### src/rtl/port_uart_bridge.sv
// Port-mapped 8N1 UART bridge: changes on the core's OUTPORT are serialised on uart_tx,
// frames arriving on uart_rx are deserialised and presented on INPORT.
module port_uart_bridge #(
  parameter int unsigned CLKS_PER_BIT = 434,
  parameter logic [7:0]  IDLE_OUT     = 8'h00
) (
  input  logic       clk,
  input  logic       rst,
  input  logic [7:0] outport,
  output logic [7:0] inport,
  output logic       uart_tx,
  input  logic       uart_rx,
  output logic       tx_busy,
  output logic       tx_drop,
  output logic       rx_valid,
  output logic       rx_ferr
);

  localparam int unsigned      CNT_W     = (CLKS_PER_BIT > 1) ? $clog2(CLKS_PER_BIT) : 1;
  localparam logic [CNT_W-1:0] BIT_LAST  = CNT_W'(CLKS_PER_BIT - 1);
  localparam logic [CNT_W-1:0] HALF_LAST = CNT_W'(CLKS_PER_BIT / 2 - 1);

  typedef enum logic [1:0] {TX_IDLE, TX_START, TX_DATA, TX_STOP} tx_state_t;
  typedef enum logic [1:0] {RX_IDLE, RX_START, RX_DATA, RX_STOP} rx_state_t;

  // ---------------------------------------------------------------- transmit
  tx_state_t        tx_state, tx_state_n;
  logic [CNT_W-1:0] tx_cnt, tx_cnt_n;
  logic [2:0]       tx_idx, tx_idx_n;
  logic [7:0]       tx_data, tx_data_n;
  logic [7:0]       pend, pend_n;
  logic             pend_full, pend_full_n;
  logic [7:0]       prev_out, prev_out_n;
  logic             tx_drop_n, tx_line_n, tx_busy_n;
  logic             tx_req, tx_bit_end, tx_load, req_taken;
  logic [7:0]       tx_load_byte;

  always_ff @(posedge clk or negedge rst) begin
    if (!rst) begin
      tx_state  <= TX_IDLE;
      tx_cnt    <= '0;
      tx_idx    <= '0;
      tx_data   <= '0;
      pend      <= '0;
      pend_full <= 1'b0;
      prev_out  <= IDLE_OUT;
      uart_tx   <= 1'b1;
      tx_busy   <= 1'b0;
      tx_drop   <= 1'b0;
    end else begin
      tx_state  <= tx_state_n;
      tx_cnt    <= tx_cnt_n;
      tx_idx    <= tx_idx_n;
      tx_data   <= tx_data_n;
      pend      <= pend_n;
      pend_full <= pend_full_n;
      prev_out  <= prev_out_n;
      uart_tx   <= tx_line_n;
      tx_busy   <= tx_busy_n;
      tx_drop   <= tx_drop_n;
    end
  end

  always_comb begin
    tx_state_n   = tx_state;
    tx_cnt_n     = tx_cnt;
    tx_idx_n     = tx_idx;
    tx_data_n    = tx_data;
    pend_n       = pend;
    pend_full_n  = pend_full;
    tx_drop_n    = tx_drop;
    tx_line_n    = uart_tx;
    tx_load      = 1'b0;
    tx_load_byte = outport;
    req_taken    = 1'b0;
    tx_req       = (outport != prev_out);
    tx_bit_end   = (tx_cnt == BIT_LAST);
    prev_out_n   = tx_req ? outport : prev_out;

    case (tx_state)
      TX_IDLE: begin
        if (pend_full) begin
          tx_load      = 1'b1;
          tx_load_byte = pend;
          pend_full_n  = 1'b0;
        end else if (tx_req) begin
          tx_load   = 1'b1;
          req_taken = 1'b1;
        end
      end
      TX_START: begin
        if (tx_bit_end) begin
          tx_state_n = TX_DATA;
          tx_cnt_n   = '0;
          tx_idx_n   = '0;
          tx_line_n  = tx_data[0];
        end else begin
          tx_cnt_n = tx_cnt + CNT_W'(1);
        end
      end
      TX_DATA: begin
        if (tx_bit_end) begin
          tx_cnt_n = '0;
          if (tx_idx == 3'd7) begin
            tx_state_n = TX_STOP;
            tx_line_n  = 1'b1;
          end else begin
            tx_idx_n  = tx_idx + 3'd1;
            tx_line_n = tx_data[tx_idx_n];
          end
        end else begin
          tx_cnt_n = tx_cnt + CNT_W'(1);
        end
      end
      TX_STOP: begin
        // end of stop bit chains straight into the next frame when one is waiting
        if (tx_bit_end) begin
          if (pend_full) begin
            tx_load      = 1'b1;
            tx_load_byte = pend;
            pend_full_n  = 1'b0;
          end else if (tx_req) begin
            tx_load   = 1'b1;
            req_taken = 1'b1;
          end else begin
            tx_state_n = TX_IDLE;
            tx_line_n  = 1'b1;
          end
        end else begin
          tx_cnt_n = tx_cnt + CNT_W'(1);
        end
      end
      default: tx_state_n = TX_IDLE;
    endcase

    if (tx_load) begin
      tx_state_n = TX_START;
      tx_cnt_n   = '0;
      tx_idx_n   = '0;
      tx_data_n  = tx_load_byte;
      tx_line_n  = 1'b0;
    end

    // a request not started this edge parks in the single-entry buffer
    if (tx_req && !req_taken) begin
      if (pend_full_n) tx_drop_n = 1'b1;
      pend_n      = outport;
      pend_full_n = 1'b1;
    end

    tx_busy_n = (tx_state_n != TX_IDLE);
  end

  // ----------------------------------------------------------------- receive
  logic             rx_meta, rx_s;
  rx_state_t        rx_state, rx_state_n;
  logic [CNT_W-1:0] rx_cnt, rx_cnt_n;
  logic [2:0]       rx_idx, rx_idx_n;
  logic [7:0]       rx_byte, rx_byte_n;
  logic [7:0]       inport_n;
  logic             rx_armed, rx_armed_n;
  logic             rx_valid_n, rx_ferr_n;

  always_ff @(posedge clk or negedge rst) begin
    if (!rst) begin
      rx_meta <= 1'b1;
      rx_s    <= 1'b1;
    end else begin
      rx_meta <= uart_rx;
      rx_s    <= rx_meta;
    end
  end

  always_ff @(posedge clk or negedge rst) begin
    if (!rst) begin
      rx_state <= RX_IDLE;
      rx_cnt   <= '0;
      rx_idx   <= '0;
      rx_byte  <= '0;
      rx_armed <= 1'b0;
      inport   <= '0;
      rx_valid <= 1'b0;
      rx_ferr  <= 1'b0;
    end else begin
      rx_state <= rx_state_n;
      rx_cnt   <= rx_cnt_n;
      rx_idx   <= rx_idx_n;
      rx_byte  <= rx_byte_n;
      rx_armed <= rx_armed_n;
      inport   <= inport_n;
      rx_valid <= rx_valid_n;
      rx_ferr  <= rx_ferr_n;
    end
  end

  always_comb begin
    rx_state_n = rx_state;
    rx_cnt_n   = rx_cnt;
    rx_idx_n   = rx_idx;
    rx_byte_n  = rx_byte;
    rx_armed_n = rx_armed;
    inport_n   = inport;
    rx_valid_n = 1'b0;
    rx_ferr_n  = rx_ferr;

    case (rx_state)
      RX_IDLE: begin
        // only a high line seen while idle arms detection of the next start edge
        if (rx_s) begin
          rx_armed_n = 1'b1;
        end else if (rx_armed) begin
          rx_state_n = RX_START;
          rx_cnt_n   = '0;
          rx_armed_n = 1'b0;
        end
      end
      RX_START: begin
        if (rx_cnt == HALF_LAST) begin
          if (rx_s) begin
            rx_state_n = RX_IDLE;
          end else begin
            rx_state_n = RX_DATA;
            rx_cnt_n   = '0;
            rx_idx_n   = '0;
          end
        end else begin
          rx_cnt_n = rx_cnt + CNT_W'(1);
        end
      end
      RX_DATA: begin
        if (rx_cnt == BIT_LAST) begin
          rx_cnt_n  = '0;
          rx_byte_n = {rx_s, rx_byte[7:1]};
          if (rx_idx == 3'd7) rx_state_n = RX_STOP;
          else                rx_idx_n   = rx_idx + 3'd1;
        end else begin
          rx_cnt_n = rx_cnt + CNT_W'(1);
        end
      end
      RX_STOP: begin
        if (rx_cnt == BIT_LAST) begin
          rx_state_n = RX_IDLE;
          if (rx_s) begin
            inport_n   = rx_byte;
            rx_valid_n = 1'b1;
          end else begin
            rx_ferr_n = 1'b1;
          end
        end else begin
          rx_cnt_n = rx_cnt + CNT_W'(1);
        end
      end
      default: rx_state_n = RX_IDLE;
    endcase
  end

endmodule
### config.mk
export PLATFORM = sky130hd
export DESIGN_NAME = port_uart_bridge
export DESIGN_NICKNAME = d
export VERILOG_FILES = /design/src/rtl/port_uart_bridge.sv
export SDC_FILE = /design/constraint.sdc
export NUM_CORES = 1
export LEC_CHECK = 0
export ABC_CLOCK_PERIOD_IN_PS = 2150
export CAP_MARGIN = 40
export CORE_MARGIN = 3
export CORE_UTILIZATION = 30
export CTS_CLUSTER_DIAMETER = 150
export DETAILED_ROUTE_END_ITERATION = 8
export PLACE_DENSITY = 0.55
export SYNTH_ARGS = -nofsm -noshare
export SYNTH_HDL_FRONTEND = slang
export SYNTH_SLANG_ARGS = --single-unit
### constraint.sdc
create_clock -name clk -period 2.15 [get_ports clk]
set_clock_uncertainty 0.15 [all_clocks]
set_input_delay 0.5375 -clock clk [delete_from_list [all_inputs] [get_ports clk]]
set_output_delay 0.5375 -clock clk [all_outputs]
set_load 0.01 [all_outputs]
==> run metrics, run 1 <==
status finished, violations left; failing checks setup timing; Worst EP arrival 2260 ps; DRT iter0 DRCs 162; FFs w/ async S/R, synth 100%; Cells after Synth 354; # diodes 0; CP Class in2reg; CTS tree built; register bit total from synthesis 77; non-filler cells, final 586; post-layout worst setup margin -45.0 ps; syn avg cell area 10.9 um2; final setup violating endpoints 10; max_cap viols 0; total grt overflow 0; Max FO, Critical Path 2; chip width 120 um; Worst Setup Start Kind primary input; leakage power 2.28 nW; clk_lat worst skew 330 ps; syn nets 379; ys flop type dfrtp_1; H-tree levels 3; placed cell count 567; CTS buffer count 9; last weighted congestion value of the routability-driven placer 0.807; Area contributors post-synth dfrtp_1 48%, mux2_2 7.9%, ha_1 4.5%; via count 2824; CP Data Required Time 2210 ps; Sum Neg Setup Slack -199 ps; DR DRC count 0; Global Route Usage Sum 11.8%; synthesized cell area 3870 um2; first-pass GRT wire length 13.8 mm; Die Height 120 um; fmax 456 MHz; CP Capture Type register; cell area after layout 5020 um2; RSZ-0062 raised after global routing true; router iterations before antenna repair 4; wire length per cell 13.5 um; final worst path period share 102%; Hold Crit Class in2async; Post-synth EDFFs 0; vias in the first global route 2853; post-synth cell types 56; Pins Over Slew Limit 0; layout cells sized above 1 26.3%; clock sinks 77; initial core utilization 31.4%; final wirelength 7.93 mm; HPWL after DPL 5.60 mm; I/O Pins 24; PwrDens 710 nW/um2; P&R area growth vs syn 29.7%; CTS Buffer Depth 2; post-synthesis sequential area ratio 49.9%; Final #Nets 440; Final ANT Viol Nets 0; final hold violations 0; largest net degree at the start of global routing 36; top post-synthesis cells by count 74 x dfrtp_1, 33 x nor2_1, 27 x mux2_2, 22 x o21ai_0, 20 x a21oi_1; post-synth top area share 47.9%; count leader, synth dfrtp_1; Root Buffer clkbuf_16; clock-pin slew on the worst setup and hold paths 60 ps; post-synth top area cell dfrtp_1; core area 12300 um2; Die Area 14300 um2; Least-Margin Pin Slew 480 ps; placed instance area 4560 um2; Rows 40; total power 3.56 mW; setup slack at placement -442 ps; Hold-fix buffers, CTS 0; Layout fillers 1209; Synth warnings 0; VDD IR max 0.543 mV; vias per cell 4.82; Final min period 2190 ps; Buffers on Ports 23; initial antenna violation count 0; slew margin rel. 68.0%
path summary, 6_finish.rpt:
path                            slack [ps]        from  cells after the start        end
worst max-delay path                   -40  outport[4]                      7    tx_busy
worst min-delay path                    10         rst                      1    tx_drop
worst max register to register          20   tx_cnt[1]                      9    tx_busy
worst min register to register         210     rx_meta                      0       rx_s
max in group asynchronous             1290         rst                      2  tx_cnt[0]
min in group clk                       210     rx_meta                      0       rx_s
where the power goes:
part / internal, mW / switching (mW) / total (mW)
Combinational: 0.237 / 0.241 / 0.478
Clock: 0.915 / 0.542 / 1.46
Sequential: 1.54 / 0.0876 / 1.63
Total: 2.69 / 0.870 / 3.56
placed cells by master, fill, tap and decap left out, types with 4 or more instances in the layout:
master           count
a21o_1               4
a21oi_1             20
a22oi_1              7
and2_1               5
buf_4               41
clkbuf_16            9
clkdlybuf4s50_1     22
dfrtp_1             74
ha_1                13
inv_1               14
mux2_2              26
mux2i_1              5
nand2_1             14
nand2b_1             6
nand3_1              9
nand4_1              4
nor2_1              33
nor3_1               5
o21ai_0             22
o31ai_1              4
xnor2_1              4
xnor2_2              5
metal layers:
| metal | up-vias | routed length [um] | GRT usage (%) | part of all wire [%] |
|---|---|---|---|---|
| met5 | - | 0 | 0 | 0 |
| met4 | 0 | 85 | 3.01 | 1.1 |
| met3 | 9 | 267 | 3.91 | 3.4 |
| met2 | 30 | 3950 | 19.7 | 50 |
| met1 | 1385 | 3630 | 14.7 | 46 |
| li1 | 1400 | - | - | - |
critical path, cell delays in order:
cell and delay (ps):
clkdlybuf4s50_1 530, xnor2_2 140, nand4_1 170, nor3_1 230
buf_4 160, a2bb2oi_1 90, a2111o_1 390
cell type report:
| class | instances | area (um2) | area share (%) |
|---|---|---|---|
| Clock buffer | 12 | 246 | 4.91 |
| Clock inverter | 2 | 35.0 | 0.698 |
| Inverter | 15 | 56.3 | 1.12 |
| Multi-Input combinational cell | 244 | 1910 | 38.1 |
| Sequential cell | 77 | 1930 | 38.5 |
| Tap cell | 168 | 210 | 4.19 |
| Timing Repair Buffer | 68 | 627 | 12.5 |
cells by family (layout without fill, tap and decap cells):
kind of cell / count (synthesis) / count (layout) / synth area share (%)
flip-flops: 77 / 77 / 49.9
adder cells (fa/ha/maj): 14 / 14 / 4.53
buffers and inverters: 33 / 97 / 3.59
AND/OR/NAND/NOR: 97 / 97 / 14.0
XOR/XNOR: 11 / 11 / 2.49
AO/OA/AOI/OAI: 88 / 88 / 15.2
multiplexers: 34 / 34 / 10.3
metrics by stage:
step                util (%)  hold slack (ps)
floorplan                  -             91.9
global placement        37.0              198
detailed placement      37.0              202
CTS                     39.9             28.9
global route            40.7             44.7
finish                  40.7             12.3
flip-flops by register name, indices dropped and copies added, names as in the netlist, named ones only:
signal,cells
tx_busy,1
tx_cnt,9
tx_idx,3
uart_tx,1
pend,8
rx_byte,8
rx_s,1
rx_valid,1
inport,8
rx_state,1
pend_full,1
tx_data,8
rx_idx,3
rx_ferr,1
tx_state,2
rx_armed,1
rx_meta,1
prev_out,8
tx_drop,1
rx_cnt,9
repair_timing:
item                       in CTS  in global routing
gates resized for setup         6                 15
setup endpoints to repair      18                 44
buffers inserted                1                  3
pin swaps                       3                  3
gates cloned                    1                  0
(Power assumes the default switching activity.)
==> run 2: changes to the inputs <==
ABC_CLOCK_PERIOD_IN_PS = 2400   (was 2150)
PLACE_DENSITY = 0.53   (was 0.55)
SETUP_SLACK_MARGIN = 0.2   (was default)
clock period = 2.4 ns   (was 2.15 ns; I/O delays follow)
==> run 2 against run 1 <==
Compared with the run above: the run now ends clean; non-clock buffer count decreased by 12; critical path type unchanged; critical path depth did not move; design area is 3.7% lower; clock power fell by 14%; register-to-register slack better by 190 ps; via count is 0.89% lower; sequential power decreased by 10%; largest cell class unchanged; worst hold slack improved by 140 ps; setup slack better by 190 ps; power fell by 13%.
==> run metrics, run 2 (synthesized netlist as in run 1, its figures left out) <==
total power 3.10 mW (-13%); Worst Setup Start Kind primary input; RSZ-0062 raised after global routing true; Reg-to-Reg Start tx_cnt[6]; Multi-input gate area 1880 um2 (-1.8%); Final ANT Viol Nets 0 (unchanged); Die Area 14300 um2 (unchanged); Least-Margin Pin Slew 547 ps (+66.6 ps); via count 2799 (-0.89%); most frequent cells in the layout 73 x dfrtp_1, 31 x nor2_1, 31 x buf_4; core area 12300 um2 (unchanged); final worst path period share 93.8%; Worst EP arrival 2320 ps (+60 ps); initial core utilization 31.4% (unchanged); clk_lat worst skew 340 ps (about the same); layout cells sized above 1 24.4% (-1.9 points); Regs by FF count rx_cnt x9, tx_cnt x9; Buffers on Ports 23 (unchanged); fin util 39.2% (-1.5 points); Global Route Usage Sum 11.7% (-0.084 points); HPWL after DPL 5.58 mm (-0.37%); vias in the first global route 2818 (-1.2%); CTS buffer count 9 (unchanged); Final min period 2250 ps; CP Class in2reg; Hold Crit Class in2async; delay-heaviest family, CP compound AO/OA/AOI/OAI gates; Final #Nets 429 (-2.5%); VDD IR max 0.327 mV (-40%); Die Height 120 um (unchanged); Layout fillers 1248 (+3.2%); CTS Buffer Depth 2 (unchanged); chip width 120 um (unchanged); DR DRC count 0 (unchanged); vias per cell 4.85 (+0.66%); last weighted congestion value of the routability-driven placer 0.801 (-0.82%); total grt overflow 0 (unchanged); H-tree levels 3 (unchanged); final hold slack 155 ps (+143 ps); fmax 444 MHz; final wirelength 7.97 mm (+0.45%); Hold-fix buffers, CTS 0 (unchanged); clock sinks 77 (unchanged); initial antenna violation count 0 (unchanged); Reg2Reg Depth 6 (-3); register area 1930 um2 (about the same); most common cell after layout, fill and taps aside dfrtp_1; # diodes 0 (unchanged); final setup violating endpoints 0 (-10); setup slack at placement -272 ps (+171 ps); first-pass GRT wire length 13.7 mm (-0.45%); Rows 40 (unchanged); DRT iter0 DRCs 125 (-23%); CP max stage delay 440 ps (-90 ps); flop-to-flop setup slack 210 ps (+190 ps); leakage power 2.17 nW (-4.6%); max_cap viols 0 (unchanged); Crit Reg-Reg Endpoint tx_busy; largest net degree at the start of global routing 44 (+22%); Root Buffer clkbuf_16; status finished clean; PwrDens 642 nW/um2 (-9.7%); clock-pin slew on the worst setup and hold paths 60 ps (about the same); final hold violations 0 (unchanged); post-layout worst setup margin 148 ps (+193 ps); Pins Over Slew Limit 0 (unchanged); CP Capture Type register; Critical-path top delay cell clkdlybuf4s50_1; wire length per cell 13.8 um (+2.0%); Max FO, Critical Path 4 (+2); slew margin rel. 63.5% (-4.4 points); CP Data Required Time 2470 ps (+260 ps); Buf/Inv on CP 2 (unchanged); I/O Pins 24 (unchanged); CTS tree built; worst path cell trace clkdlybuf4s50_1, xnor2_1, and4_2, a311oi_4, buf_6, a311oi_1, a2111o_1; P&R area growth vs syn 24.9%; router iterations before antenna repair 4 (unchanged)
[run 2: cell types whose count changed in the layout (fill, tap and decap cells not counted), moves of 3 or more]
cell / change
buf_4: -10
xnor2_1: +4
xnor2_2: -4
buf_12: -3
[run 2: cell type report]
type | count | share of cell area (%)
sequential | 77 | 40.0
multi-input combinational | 245 | 38.8
timing repair buffer | 56 | 10.1
clock buffer | 11 | 4.82
tap | 168 | 4.35
inverter | 15 | 1.17
clock inverter | 5 | 0.777
[run 2: repair_timing]
item | CTS | global route
buffers inserted | 0 | 4
resized for setup | 6 | 15
gates cloned | 0 | 2
hold endpoints to repair | 0 | 0
setup endpoints to repair | 18 | 48
pin swaps | 3 | 3
[run 2: worst register-to-register path, delay by kind of cell (launching register included)]
kind,cells,cell delay [ps]
compound gates,3,810
simple gates,2,480
flops,1,440
buf+inv,1,190
[run 2: power breakdown]
part | switching, mW | internal, mW
Sequential | 0.0826 | 1.38
Combinational | 0.201 | 0.183
Clock | 0.550 | 0.704
Total | 0.834 | 2.27
[run 2: layer usage]
| metal | GRT usage [%] | part of all wire [%] |
|---|---|---|
| met5 | 0 | 0 |
| met4 | 3.29 | 1.0 |
| met3 | 3.86 | 3.0 |
| met2 | 18.9 | 48 |
| met1 | 15.1 | 48 |
[run 2: through the flow]
stage	cells	area, um2	TNS [ps]
3_5_place_dp	555	4440	-4330
5_1_grt	577	4830	0
6_report	577	4830	0
2_1_floorplan	354	3870	0
4_1_cts	571	4750	0
3_3_place_gp	555	4440	-3660
[run 2: how the worst max path moves through the flow]
stage / from / to / slack [ps] / depth (start not counted)
floorplan: tx_cnt[0] / pend[0] / 270 / 6
global placement: outport[4] / tx_busy / -260 / 6
detailed placement: outport[4] / tx_busy / -270 / 6
CTS: tx_cnt[1] / tx_busy / 180 / 8
global route: outport[0] / tx_busy / 80 / 7
finish: outport[0] / tx_busy / 150 / 7
